==> src/rtl/xosera_pkg.sv <==
// Shared SPI command-byte field positions and sequencer state encoding.
// No logic of its own; the sequencer imports it.
package xosera_pkg;

  localparam int SPI_CMD_CS = 7;
  localparam int SPI_CMD_WR = 6;
  localparam int SPI_CMD_RS = 5;
  localparam int SPI_CMD_BS = 4;

  typedef enum logic [1:0] {
    SEQ_CMD_WAIT  = 2'd0,
    SEQ_DATA_WAIT = 2'd1,
    SEQ_BUS_CYCLE = 2'd2
  } spi_seq_state_t;

endpackage

==> src/rtl/xosera_spi_bus_seq.sv <==
// SPI byte-packet to Xosera bus sequencer: CS low CS_HOLD_CYCLES cycles starting 1 cycle after a payload strobe.
// No backpressure: bytes arriving mid bus cycle are dropped and flagged in overrun_o.
module xosera_spi_bus_seq
  import xosera_pkg::*;
#(
  parameter int          CS_HOLD_CYCLES = 2,
  parameter logic [7:0]  IDLE_BYTE      = 8'hCB
) (
  input  logic       clk,
  input  logic       reset_n_i,
  input  logic       spi_select_i,
  input  logic       rx_strobe_i,
  input  logic [7:0] rx_byte_i,
  input  logic       tx_strobe_i,
  output logic [7:0] tx_byte_o,
  output logic       bus_cs_n_o,
  output logic       bus_rd_nwr_o,
  output logic       bus_bytesel_o,
  output logic [3:0] bus_reg_num_o,
  output logic [7:0] bus_data_o,
  input  logic [7:0] bus_data_i,
  output logic       soft_reset_o,
  output logic       busy_o,
  output logic       overrun_o
);

  localparam logic [3:0] HOLD_LOAD = 4'(CS_HOLD_CYCLES - 1);

  spi_seq_state_t state_q, state_d;
  logic       cs_q, cs_d;
  logic       wr_q, wr_d;
  logic [3:0] reg_q, reg_d;
  logic       bytesel_q, bytesel_d;
  logic [7:0] data_q, data_d;
  logic [3:0] hold_q, hold_d;
  logic [7:0] rd_latch_q, rd_latch_d;
  logic       rd_valid_q, rd_valid_d;
  logic       soft_reset_q, soft_reset_d;
  logic       overrun_q, overrun_d;
  logic       desel_q, desel_d;

  always_ff @(posedge clk) begin
    if (!reset_n_i) begin
      state_q      <= SEQ_CMD_WAIT;
      cs_q         <= 1'b0;
      wr_q         <= 1'b0;
      reg_q        <= 4'h0;
      bytesel_q    <= 1'b0;
      data_q       <= 8'h00;
      hold_q       <= 4'h0;
      rd_latch_q   <= 8'h00;
      rd_valid_q   <= 1'b0;
      soft_reset_q <= 1'b0;
      overrun_q    <= 1'b0;
      desel_q      <= 1'b0;
    end else begin
      state_q      <= state_d;
      cs_q         <= cs_d;
      wr_q         <= wr_d;
      reg_q        <= reg_d;
      bytesel_q    <= bytesel_d;
      data_q       <= data_d;
      hold_q       <= hold_d;
      rd_latch_q   <= rd_latch_d;
      rd_valid_q   <= rd_valid_d;
      soft_reset_q <= soft_reset_d;
      overrun_q    <= overrun_d;
      desel_q      <= desel_d;
    end
  end

  always_comb begin
    state_d      = state_q;
    cs_d         = cs_q;
    wr_d         = wr_q;
    reg_d        = reg_q;
    bytesel_d    = bytesel_q;
    data_d       = data_q;
    hold_d       = hold_q;
    rd_latch_d   = rd_latch_q;
    rd_valid_d   = rd_valid_q;
    soft_reset_d = 1'b0;
    overrun_d    = overrun_q;
    desel_d      = desel_q;

    // Placed first so a same-cycle read capture below overrides the clear.
    if (tx_strobe_i) rd_valid_d = 1'b0;

    unique case (state_q)
      SEQ_CMD_WAIT: begin
        if (!spi_select_i) begin
          rd_valid_d = 1'b0;
        end else if (rx_strobe_i) begin
          cs_d      = rx_byte_i[SPI_CMD_CS];
          wr_d      = rx_byte_i[SPI_CMD_WR];
          bytesel_d = rx_byte_i[SPI_CMD_BS];
          reg_d     = rx_byte_i[3:0];
          if (rx_byte_i[SPI_CMD_RS]) begin
            soft_reset_d = 1'b1;
            overrun_d    = 1'b0;
          end
          state_d = SEQ_DATA_WAIT;
        end
      end
      SEQ_DATA_WAIT: begin
        if (!spi_select_i) begin
          rd_valid_d = 1'b0;
          state_d    = SEQ_CMD_WAIT;
        end else if (rx_strobe_i) begin
          if (cs_q) begin
            data_d  = rx_byte_i;
            hold_d  = HOLD_LOAD;
            desel_d = 1'b0;
            state_d = SEQ_BUS_CYCLE;
          end else begin
            state_d = SEQ_CMD_WAIT;
          end
        end
      end
      SEQ_BUS_CYCLE: begin
        if (rx_strobe_i) overrun_d = 1'b1;
        // A deselect seen anywhere in the cycle is remembered until the cycle ends.
        if (!spi_select_i) desel_d = 1'b1;
        if (hold_q == 4'h0) begin
          bytesel_d = ~bytesel_q;
          if (!wr_q) begin
            rd_latch_d = bus_data_i;
            rd_valid_d = 1'b1;
          end
          desel_d = 1'b0;
          state_d = (desel_q || !spi_select_i) ? SEQ_CMD_WAIT : SEQ_DATA_WAIT;
        end else begin
          hold_d = hold_q - 4'h1;
        end
      end
      default: state_d = SEQ_CMD_WAIT;
    endcase
  end

  assign bus_cs_n_o    = (state_q != SEQ_BUS_CYCLE);
  assign busy_o        = (state_q == SEQ_BUS_CYCLE);
  assign bus_rd_nwr_o  = ~wr_q;
  assign bus_bytesel_o = bytesel_q;
  assign bus_reg_num_o = reg_q;
  assign bus_data_o    = data_q;
  assign soft_reset_o  = soft_reset_q;
  assign overrun_o     = overrun_q;
  assign tx_byte_o     = rd_valid_q ? rd_latch_q : IDLE_BYTE;

endmodule
==> config.mk <==
export PLATFORM = sky130hd
export DESIGN_NAME = xosera_spi_bus_seq
export DESIGN_NICKNAME = d
export VERILOG_FILES = /design/src/rtl/xosera_pkg.sv /design/src/rtl/xosera_spi_bus_seq.sv
export SDC_FILE = /design/constraint.sdc
export NUM_CORES = 1
export LEC_CHECK = 0
export BUFFER_PORTS_ARGS = -buffer_cell sky130_fd_sc_hd__buf_4
export CAP_MARGIN = 20
export CORE_ASPECT_RATIO = 0.75
export CORE_MARGIN = 3
export CORE_UTILIZATION = 53
export DETAILED_ROUTE_END_ITERATION = 10
export GPL_TIMING_DRIVEN = 0
export PLACE_DENSITY = 0.88
export RECOVER_POWER = 100
export REMOVE_ABC_BUFFERS = 1
export SLEW_MARGIN = 20
export SYNTH_ARGS = -nofsm -noshare
export SYNTH_HDL_FRONTEND = slang
export SYNTH_SLANG_ARGS = --single-unit
==> constraint.sdc <==
create_clock -name clk -period 3.82 [get_ports clk]
set_input_delay 0 -clock clk [delete_from_list [all_inputs] [get_ports clk]]
set_output_delay 0 -clock clk [all_outputs]
set_load 0.03 [all_outputs]
## Word-level counts from Yosys, hierarchy flattened

Index checks and enable logic that the tools add are counted.

| word-level totals | value |
|---|---|
| register bits | 33 |
| word-level logic and storage cells | 80 |
| output and inout port bits | 26 |

| operators by class | value |
|---|---|
| reduce and logical (&&, ||, !) cells | 16 |
| add/sub/neg operators | 1 |
| equal/unequal tests | 14 |
| multiplexer cells | 35 |
| bitwise gates (word level) | 2 |

Operators by type and width:

| operator | count |
|---|---|
| two-way mux 1 bit | 18 |
| inequality test 2 bit, second input constant | 9 |
| two-way mux 4 bit | 4 |
| AND reduction 4 bit | 4 |
| AND reduction 5 bit | 3 |
| two-way mux 2 bit | 6 |
| two-way mux 8 bit | 1 |
| case mux 1 bit (2 select lines) | 4 |
| case mux 4 bit (2 select lines) | 1 |
| case mux 2 bit (3 select lines) | 1 |
| AND reduction 3 bit | 2 |
| zero test 4 bit | 1 |
| nonzero test 2 bit | 2 |
| subtractor 4 x 1 -> 4 bit, second input constant | 1 |
| inequality test 3 x 2 -> 1 bit, second input constant | 1 |
| inequality test 3 bit, second input constant | 1 |
| == test 2 x 1 -> 1 bit, second input constant | 1 |
| == test 2 bit, second input constant | 1 |
| zero test 2 bit | 1 |
| inequality test 2 x 1 -> 1 bit, second input constant | 1 |
| NOT 1 bit | 2 |
| OR reduction 2 bit | 1 |
| zero test 1 bit | 1 |
| logical OR 1 bit | 1 |

## Depth between registers and ports, before layout

Gate-level depths: netlist of the first run.

| logic depth | value |
|---|---|
| depth after elaboration | 5 |
| mapped depth | 6 |

## Worst setup path before layout of the first run

No wires, ideal clock.

| timing | value |
|---|---|
| path kind | reg2reg |
| start | register hold_q[0] |
| end | register state_q[0] |
| stages on the path, launching flop included | 7 |
| data arrival time | 1.395 ns |
| setup time | 0.073 ns |
| buffers on the path | 1 |
| required time | 3.747 ns |
| slack | 2.351 ns |
| period minus slack after synthesis | 1.469 ns |
| cells stage by stage | dfxtp_1 -> inv_1 -> ha_1 -> or3b_4 -> buf_6 -> o32a_1 -> nor3_2 |

| on the way | value |
|---|---|
| cells in the longest elaborated chain, start to end | 3 |

Ends and longest elaborated chain:

| item | RTL line | text |
|---|---|---|
| start: declaration | xosera_spi_bus_seq.sv:35 | `logic [3:0] hold_q, hold_d;` |
| start signal: assignment | xosera_spi_bus_seq.sv:63 | `hold_q <= hold_d;` |
| zero test 4 bit | xosera_spi_bus_seq.sv:124 | `if (hold_q == 4'h0) begin` |
| inequality test 2 x 1 -> 1 bit (no source line) | -- |  |
| AND reduction 4 bit (no source line) | -- |  |
| end signal: assignment | xosera_spi_bus_seq.sv:57 | `state_q <= state_d;` |
| end: declaration | xosera_spi_bus_seq.sv:29 | `spi_seq_state_t state_q, state_d;` |

Every way passes these cells.
A chain may end at the register's enable or synchronous reset.

## Worst setup path after layout of the first run

| timing | value |
|---|---|
| start | register hold_q[0] |
| end | register rd_latch_q[7] |

| on the way | value |
|---|---|
| cells in the longest elaborated chain, start to end | 2 |

Ends and longest elaborated chain:

| item | RTL line | text |
|---|---|---|
| zero test 4 bit | xosera_spi_bus_seq.sv:124 |  |
| AND reduction 3 bit (no source line) | -- |  |
| end signal: assignment | xosera_spi_bus_seq.sv:64 | `rd_latch_q <= rd_latch_d;` |
| end: declaration | xosera_spi_bus_seq.sv:36 | `logic [7:0] rd_latch_q, rd_latch_d;` |

Every way passes these cells.

==> impl_metrics.toml, run 1 <==
[synthesis]
synth_enable_flop_cells = 0
synth_ff_type = "sky130_fd_sc_hd__dfxtp_1"
synth-seq-area-share_pct = 44.37
yosysWarnings = 0
yosys.cell_count.top_type = "sky130_fd_sc_hd__dfxtp_1"
asyncSetResetFlopFracSynth_pct = 0
synthesis.area_um2 = 1489
ys_ff_latch = 33
synth_top_cell_by_area = "sky130_fd_sc_hd__dfxtp_1"
post_synth.cell_area_avg_um2 = 8.557
yosys.area.top_type_share_pct = 44.37
synth_top_cells_by_count = "33 x sky130_fd_sc_hd__dfxtp_1, 32 x sky130_fd_sc_hd__nand2_1, 18 x sky130_fd_sc_hd__a21oi_1, 9 x sky130_fd_sc_hd__nand3_1, 9 x sky130_fd_sc_hd__o21ai_0"
synth.top_cells.by_area = "sky130_fd_sc_hd__dfxtp_1 44%, sky130_fd_sc_hd__nand2_1 8.1%, sky130_fd_sc_hd__a21oi_1 6.1%, sky130_fd_sc_hd__mux2i_1 5.4%, sky130_fd_sc_hd__nand3_1 3.0%"
syn-instance-count = 174
synth.lib_cells_used.distinct = 41

[routing]
drt_iter0_drc = 110
drt.antenna.violating_nets = 0
met3_length_um = 302
routed_length_on_met2_um = 2100
drc_errors = 0
routed_wirelength_um = 4147
wl_met1_um = 1642
avgRoutedWirePerCell_um = 15.71
firstDrtPassIters = 4
route.detailed.vias_per_inst = 5.621
top_sig_layer = "met4"
dr_total_vias = 1484

[timing]
timing.hold.ws_ns = 0.01302
achievable-frequency_ghz = 0.3701
report.final.setup_viol = 0
report.final.slew_viol_count = 10
final_min_period_over_clock_period_pct = 70.73
grt_setup_unrepaired = "false"
tightestPinTransition_ns = 1.514
timing.clock.skew_ns = 0.003367
relSlewSlack_pct = -1.719
fin_crit_ns = 2.702
hold_viol_final = 0
fin_tns_setup_ns = 0

[critical_path]
worstSetupEndpointType = "flip-flop"
crit_slowest_cell = "sky130_fd_sc_hd__nor3_1"
timing.reg2reg.worst_path_depth = 5
type_of_origin_of_the_critical_path = "flip-flop"
cp.arrival_ns = 2.81
criticalPathCategory = "reg2reg"
largest_incremental_delay_on_the_critical_path_ns = 1.21
crit_chain = "inv_1 -> ha_1 -> or3b_1 -> nor3_1 -> mux2i_1"
critical_path.max_fanout = 12
cp_data_required_time_ns = 3.93

[power]
netSwitchingPower_uw = 164.5
total_leakage_power_uw = 0.0007352
power.internal_uw = 594.4
combinationalPowerShare_pct = 9.4
swShare_pct = 21.67
peakVddDrop_mv = 0.3678
powerDensity_nw_per_um2 = 383.9
share_clk_of_total_power_pct = 44.2
post-layout-total-power_uw = 758.9
power.sequential.fraction_pct = 46.4

[placed_design]
gpl.final_weighted_congestion = 0.8133
detailed_place_hpwl_um = 2568
numPlacedInstances = 240
io_buffer_count = 46

[clock_tree]
cts.sink_count = 33
cts_resized = 0
clock_latency_ns = 0.28
cts-htree-levels = 2
clk_transition_reported_paths_ns = 0.06
clock_root_cell = "sky130_fd_sc_hd__clkbuf_8"
cts_hold_repair.buffers = 16
cts-buffers-inserted = 5
cts_tree = "done"
cts_setup_buffers = 0
cts-root-to-sink-buffers = 2

[status]
outcome = "complete, but fails checks"
violations = "max-capacitance violations, max-slew violations"

[layout]
layout.nets = 252
synthToLayoutAreaGrowth_pct = 32.77
fin_cells = 264
inserted_diodes = 0
drive_gt1_share_pct = 13.04

[global_routing]
grt_usage_pct = 26.67
grt_start_max_net_pins = 23
first_global_vias = 1442
first_pass_grt_wire_length_um = 6831
grt-ovfl-total = 0
antenna_found_initial = 0

[run]
max_cap_violations = 1

[hold_path]
worstHoldPathCells = 3
hold_class = "in2reg"

[floorplanning]
top_level_ports = 47
die_width_um = 67.20
die_height_um = 51.90
row_count = 15
floorplan.core_area_um2 = 2477
initial_core_util_pct = 60.10
die_area_um2 = 3488
cell usage in the layout (no fill, tap or decap), drive strengths merged, types with 4 or more instances in the layout:
| cell type | n |
|---|---|
| a21oi | 18 |
| and2 | 4 |
| buf | 22 |
| clkbuf | 31 |
| dfxtp | 33 |
| dlygate4sd3 | 16 |
| inv | 8 |
| mux2i | 8 |
| nand2 | 32 |
| nand2b | 7 |
| nand3 | 9 |
| o211ai | 4 |
| o21ai | 9 |
worst max-delay path: cells and delay by family (launching register included):
family        cells  cell delay (ns)
buf+inv           1             0.10
fa+ha+maj         1             0.14
mux               1             0.20
flops             1             0.35
simple gates      2             1.74
power by group through the flow:
stage / Combinational, uW / Sequential (uW) / Clock (uW)
2_1_floorplan: 20.7 / 365 / 0
3_3_place_gp: 56.6 / 359 / 0
3_5_place_dp: 58.3 / 360 / 0
4_1_cts: 71.5 / 352 / 342
5_1_grt: 76.5 / 353 / 355
6_report: 71.0 / 352 / 336
metrics by stage:
stage,area (um2),util [%],setup WS (ns)
finish,1977,79.80,1.118
global route,1977,79.80,0.8473
CTS,2081,83.99,1.754
detailed placement,1804,72.83,1.762
global placement,1799,72.63,1.358
floorplan,1411,-,1.660
final timing paths:
path,startpoint,endpoint,slack (ns)
worst max-delay path,hold_q[0]$_SDFFE_PN0P_,rd_latch_q[7]$_SDFFE_PN0P_,1.12
worst min-delay path,rx_strobe_i,overrun_o$_SDFFE_PN0P_,0.01
worst max register to register,hold_q[0]$_SDFFE_PN0P_,rd_latch_q[7]$_SDFFE_PN0P_,1.12
worst min register to register,rd_latch_q[5]$_SDFFE_PN0P_,rd_latch_q[5]$_SDFFE_PN0P_,0.46
registers in the layout (all words and copies together) (netlist names), 2 cells and up:
signal and cells:
state_q 2, bus_data_o 8, bus_reg_num_o 4, rd_latch_q 8
hold_q 4
layout make-up:
cell class	instances	area, um2
multi-input cells	119	711.9
flip-flops and latches	33	660.6
fillers	182	500.5
well taps	34	42.54
clock inverters	1	30.03
inverters	8	30.03
clock buffers	7	86.33
repair buffers	62	415.4
layer usage:
layer | global-route usage (%) | vias to the layer above
met5 | 0 | -
met2 | 45.35 | 64
met3 | 7.127 | 13
met4 | 11.45 | 0
met1 | 31.50 | 693
li1 | - | 714
kinds of logic after synthesis:
| logic type | count (synthesis) | share of synthesized area [%] |
|---|---|---|
| xor gates and xnor gates | 1 | 0.5883 |
| DFF | 33 | 44.37 |
| and+or+nand+nor | 65 | 22.61 |
| buffers and inverters | 22 | 7.226 |
| AOI/OAI and AO/OA | 43 | 18.15 |
| adders and majority gates | 2 | 1.680 |
| muxes | 8 | 5.378 |
(Power assumes the default switching activity.)
==> run 2, diff against run 1 <==
Settings changed: CORE_UTILIZATION 53 to 50, PLACE_DENSITY 0.88 to 0.84.
Clock period 3.82 ns to 2.8 ns, I/O delays scaled along.
==> run 2 against run 1 <==
Effect of this change:
- the run now ends clean
- highest routed layer unchanged
- combinational power up 37%
- fmax up 19%
- total power grew 37%
- critical path type unchanged
- global-route usage shrank 2.6 points
- worst hold slack lost 0.013 ns
- clock power is 37% higher
==> impl_metrics.toml, run 2 (synthesized netlist as in run 1, its figures left out) <==
[status]
outcome = "finished clean"

[timing]
tightestPinTransition_ns = 1.207
hold_viol_final = 0
timing.clock.skew_ns = 0.01027
fin_crit_ns = 2.262
final_min_period_over_clock_period_pct = 80.79
relSlewSlack_pct = 18.46
report.final.slew_viol_count = 0
fin_tns_setup_ns = 0
report.final.setup_viol = 0
achievable-frequency_ghz = 0.4421
grt_setup_unrepaired = "false"

[routing]
route.detailed.vias_per_inst = 5.677
drt_iter0_drc = 114
firstDrtPassIters = 5
routed_wirelength_um = 4345
drt.antenna.violating_nets = 0
dr_total_vias = 1510
avgRoutedWirePerCell_um = 16.33
drc_errors = 0

[critical_path]
largest_incremental_delay_on_the_critical_path_ns = 0.76
crit_slowest_cell = "sky130_fd_sc_hd__nor3_2"
cp_data_required_time_ns = 3.01
crit_chain = "inv_1 -> ha_1 -> or3b_1 -> nor3_2 -> mux2i_1"
critical_path.max_fanout = 12
worstSetupEndpointType = "flip-flop"
type_of_origin_of_the_critical_path = "flip-flop"
criticalPathCategory = "reg2reg"
cp.arrival_ns = 2.47

[clock_tree]
clock_root_cell = "sky130_fd_sc_hd__clkbuf_8"
cts_resized = 0
clk_transition_reported_paths_ns = 0.07
cts.sink_count = 33
cts-htree-levels = 2
cts-buffers-inserted = 5
clock_latency_ns = 0.29
cts_tree = "done"
cts-root-to-sink-buffers = 2
cts_setup_buffers = 0

[floorplanning]
initial_core_util_pct = 54.69
floorplan.core_area_um2 = 2723
die_width_um = 69.01
die_height_um = 53.26
row_count = 16
die_area_um2 = 3675
top_level_ports = 47

[layout]
final_core_utilization_pct = 72.75
synthToLayoutAreaGrowth_pct = 33.03
mostFrequentLayoutCell = "sky130_fd_sc_hd__dfxtp_1"
multi_input_comb_area_um2 = 716.9
inserted_diodes = 0
layout.nets = 252
design_area_um2 = 1981
final_cell_mix = "33 x sky130_fd_sc_hd__dfxtp_1, 32 x sky130_fd_sc_hd__nand2_1, 26 x sky130_fd_sc_hd__clkbuf_1"
drive_gt1_share_pct = 13.04
regArea_um2 = 660.6
fillCellCount = 236

[hold_path]
hold_class = "in2reg"

[global_routing]
grt-ovfl-total = 0
first_pass_grt_wire_length_um = 6789
grt_start_max_net_pins = 23
antenna_found_initial = 0
first_global_vias = 1430
grt_usage_pct = 24.11

[placed_design]
io_buffer_count = 46
gpl.final_weighted_congestion = 0.8099
detailed_place_hpwl_um = 2730
placedInstanceArea_um2 = 1807

[power]
power.internal_uw = 811.0
total_leakage_power_uw = 0.0007331
peakVddDrop_mv = 0.5267
share_clk_of_total_power_pct = 44.3
powerDensity_nw_per_um2 = 524.1
swShare_pct = 21.87
combinationalPowerShare_pct = 9.4
netSwitchingPower_uw = 227.0
power.sequential.fraction_pct = 46.3

[run]
max_cap_violations = 0
-- run 2: cell count changes in the layout (fill, tap and decap cells not counted) --
cell,before,now
sky130_fd_sc_hd__and2_0,2,1
sky130_fd_sc_hd__and2_1,2,3
sky130_fd_sc_hd__buf_4,22,21
sky130_fd_sc_hd__clkbuf_1,25,26
sky130_fd_sc_hd__nor3_1,1,0
sky130_fd_sc_hd__nor3_2,1,2
-- run 2: cell type report --
class | count | share of cell area, %
clock buffers | 7 | 4.359
flip-flops and latches | 33 | 33.35
well taps | 36 | 2.274
repair buffers | 62 | 20.78
multi-input cells | 119 | 36.20
inverters | 8 | 1.516
clock inverters | 1 | 1.516
-- run 2: repair_timing --
item,in CTS,in global routing
hold endpoints to repair,23,0
hold buffers,16,0
setup endpoints to repair,0,0
-- run 2: power by group through the flow --
stage	combinational [uW]	sequential [uW]	clock, uW
after CTS	98.8	480	465
final	97.3	481	460
after detailed placement	80.2	491	0
after global placement	77.5	490	0
after global routing	105	481	486
after floorplan	28.2	498	0
-- run 2: path summary, 6_finish.rpt --
check / endpoint / startpoint / depth (start not counted) / slack [ns]
worst max-delay path: rd_latch_q[4]$_SDFFE_PN0P_ / hold_q[0]$_SDFFE_PN0P_ / 5 / 0.54
worst max register to register: rd_latch_q[4]$_SDFFE_PN0P_ / hold_q[0]$_SDFFE_PN0P_ / 5 / 0.54
worst min-delay path: rd_latch_q[3]$_SDFFE_PN0P_ / bus_data_i[3] / 3 / 0.00002
worst min register to register: rd_latch_q[6]$_SDFFE_PN0P_ / rd_latch_q[6]$_SDFFE_PN0P_ / 2 / 0.46
-- run 2: layer usage --
metal	vias to the layer above	track usage (%)	wire length (um)
met5	-	0	0
met4	0	11.36	110
met3	12	7.590	252
met2	62	41.93	2250
met1	725	27.44	1732
li1	711	-	-
-- run 2: critical path, delay by kind of cell (launching register included) --
kind / cells / cell delay [ns]
and+or+nand+nor: 2 / 1.31
muxes: 1 / 0.29
adders and majority gates: 1 / 0.14
buffers and inverters: 1 / 0.10
DFF: 1 / 0.34
-- run 2: stage by stage --
stage / std cells / setup slack, ns / total power, uW / hold WS, ns
global placement: 242 / 0.3400 / 567.9 / 0.2507
detailed placement: 242 / 0.7263 / 571.3 / 0.2687
CTS: 266 / 0.7192 / 1044 / 0.001950
floorplan: 160 / 0.6403 / 526.1 / 0.1177
global route: 266 / 0.4224 / 1072 / 0.008108
finish: 266 / 0.5379 / 1038 / 0.00002398
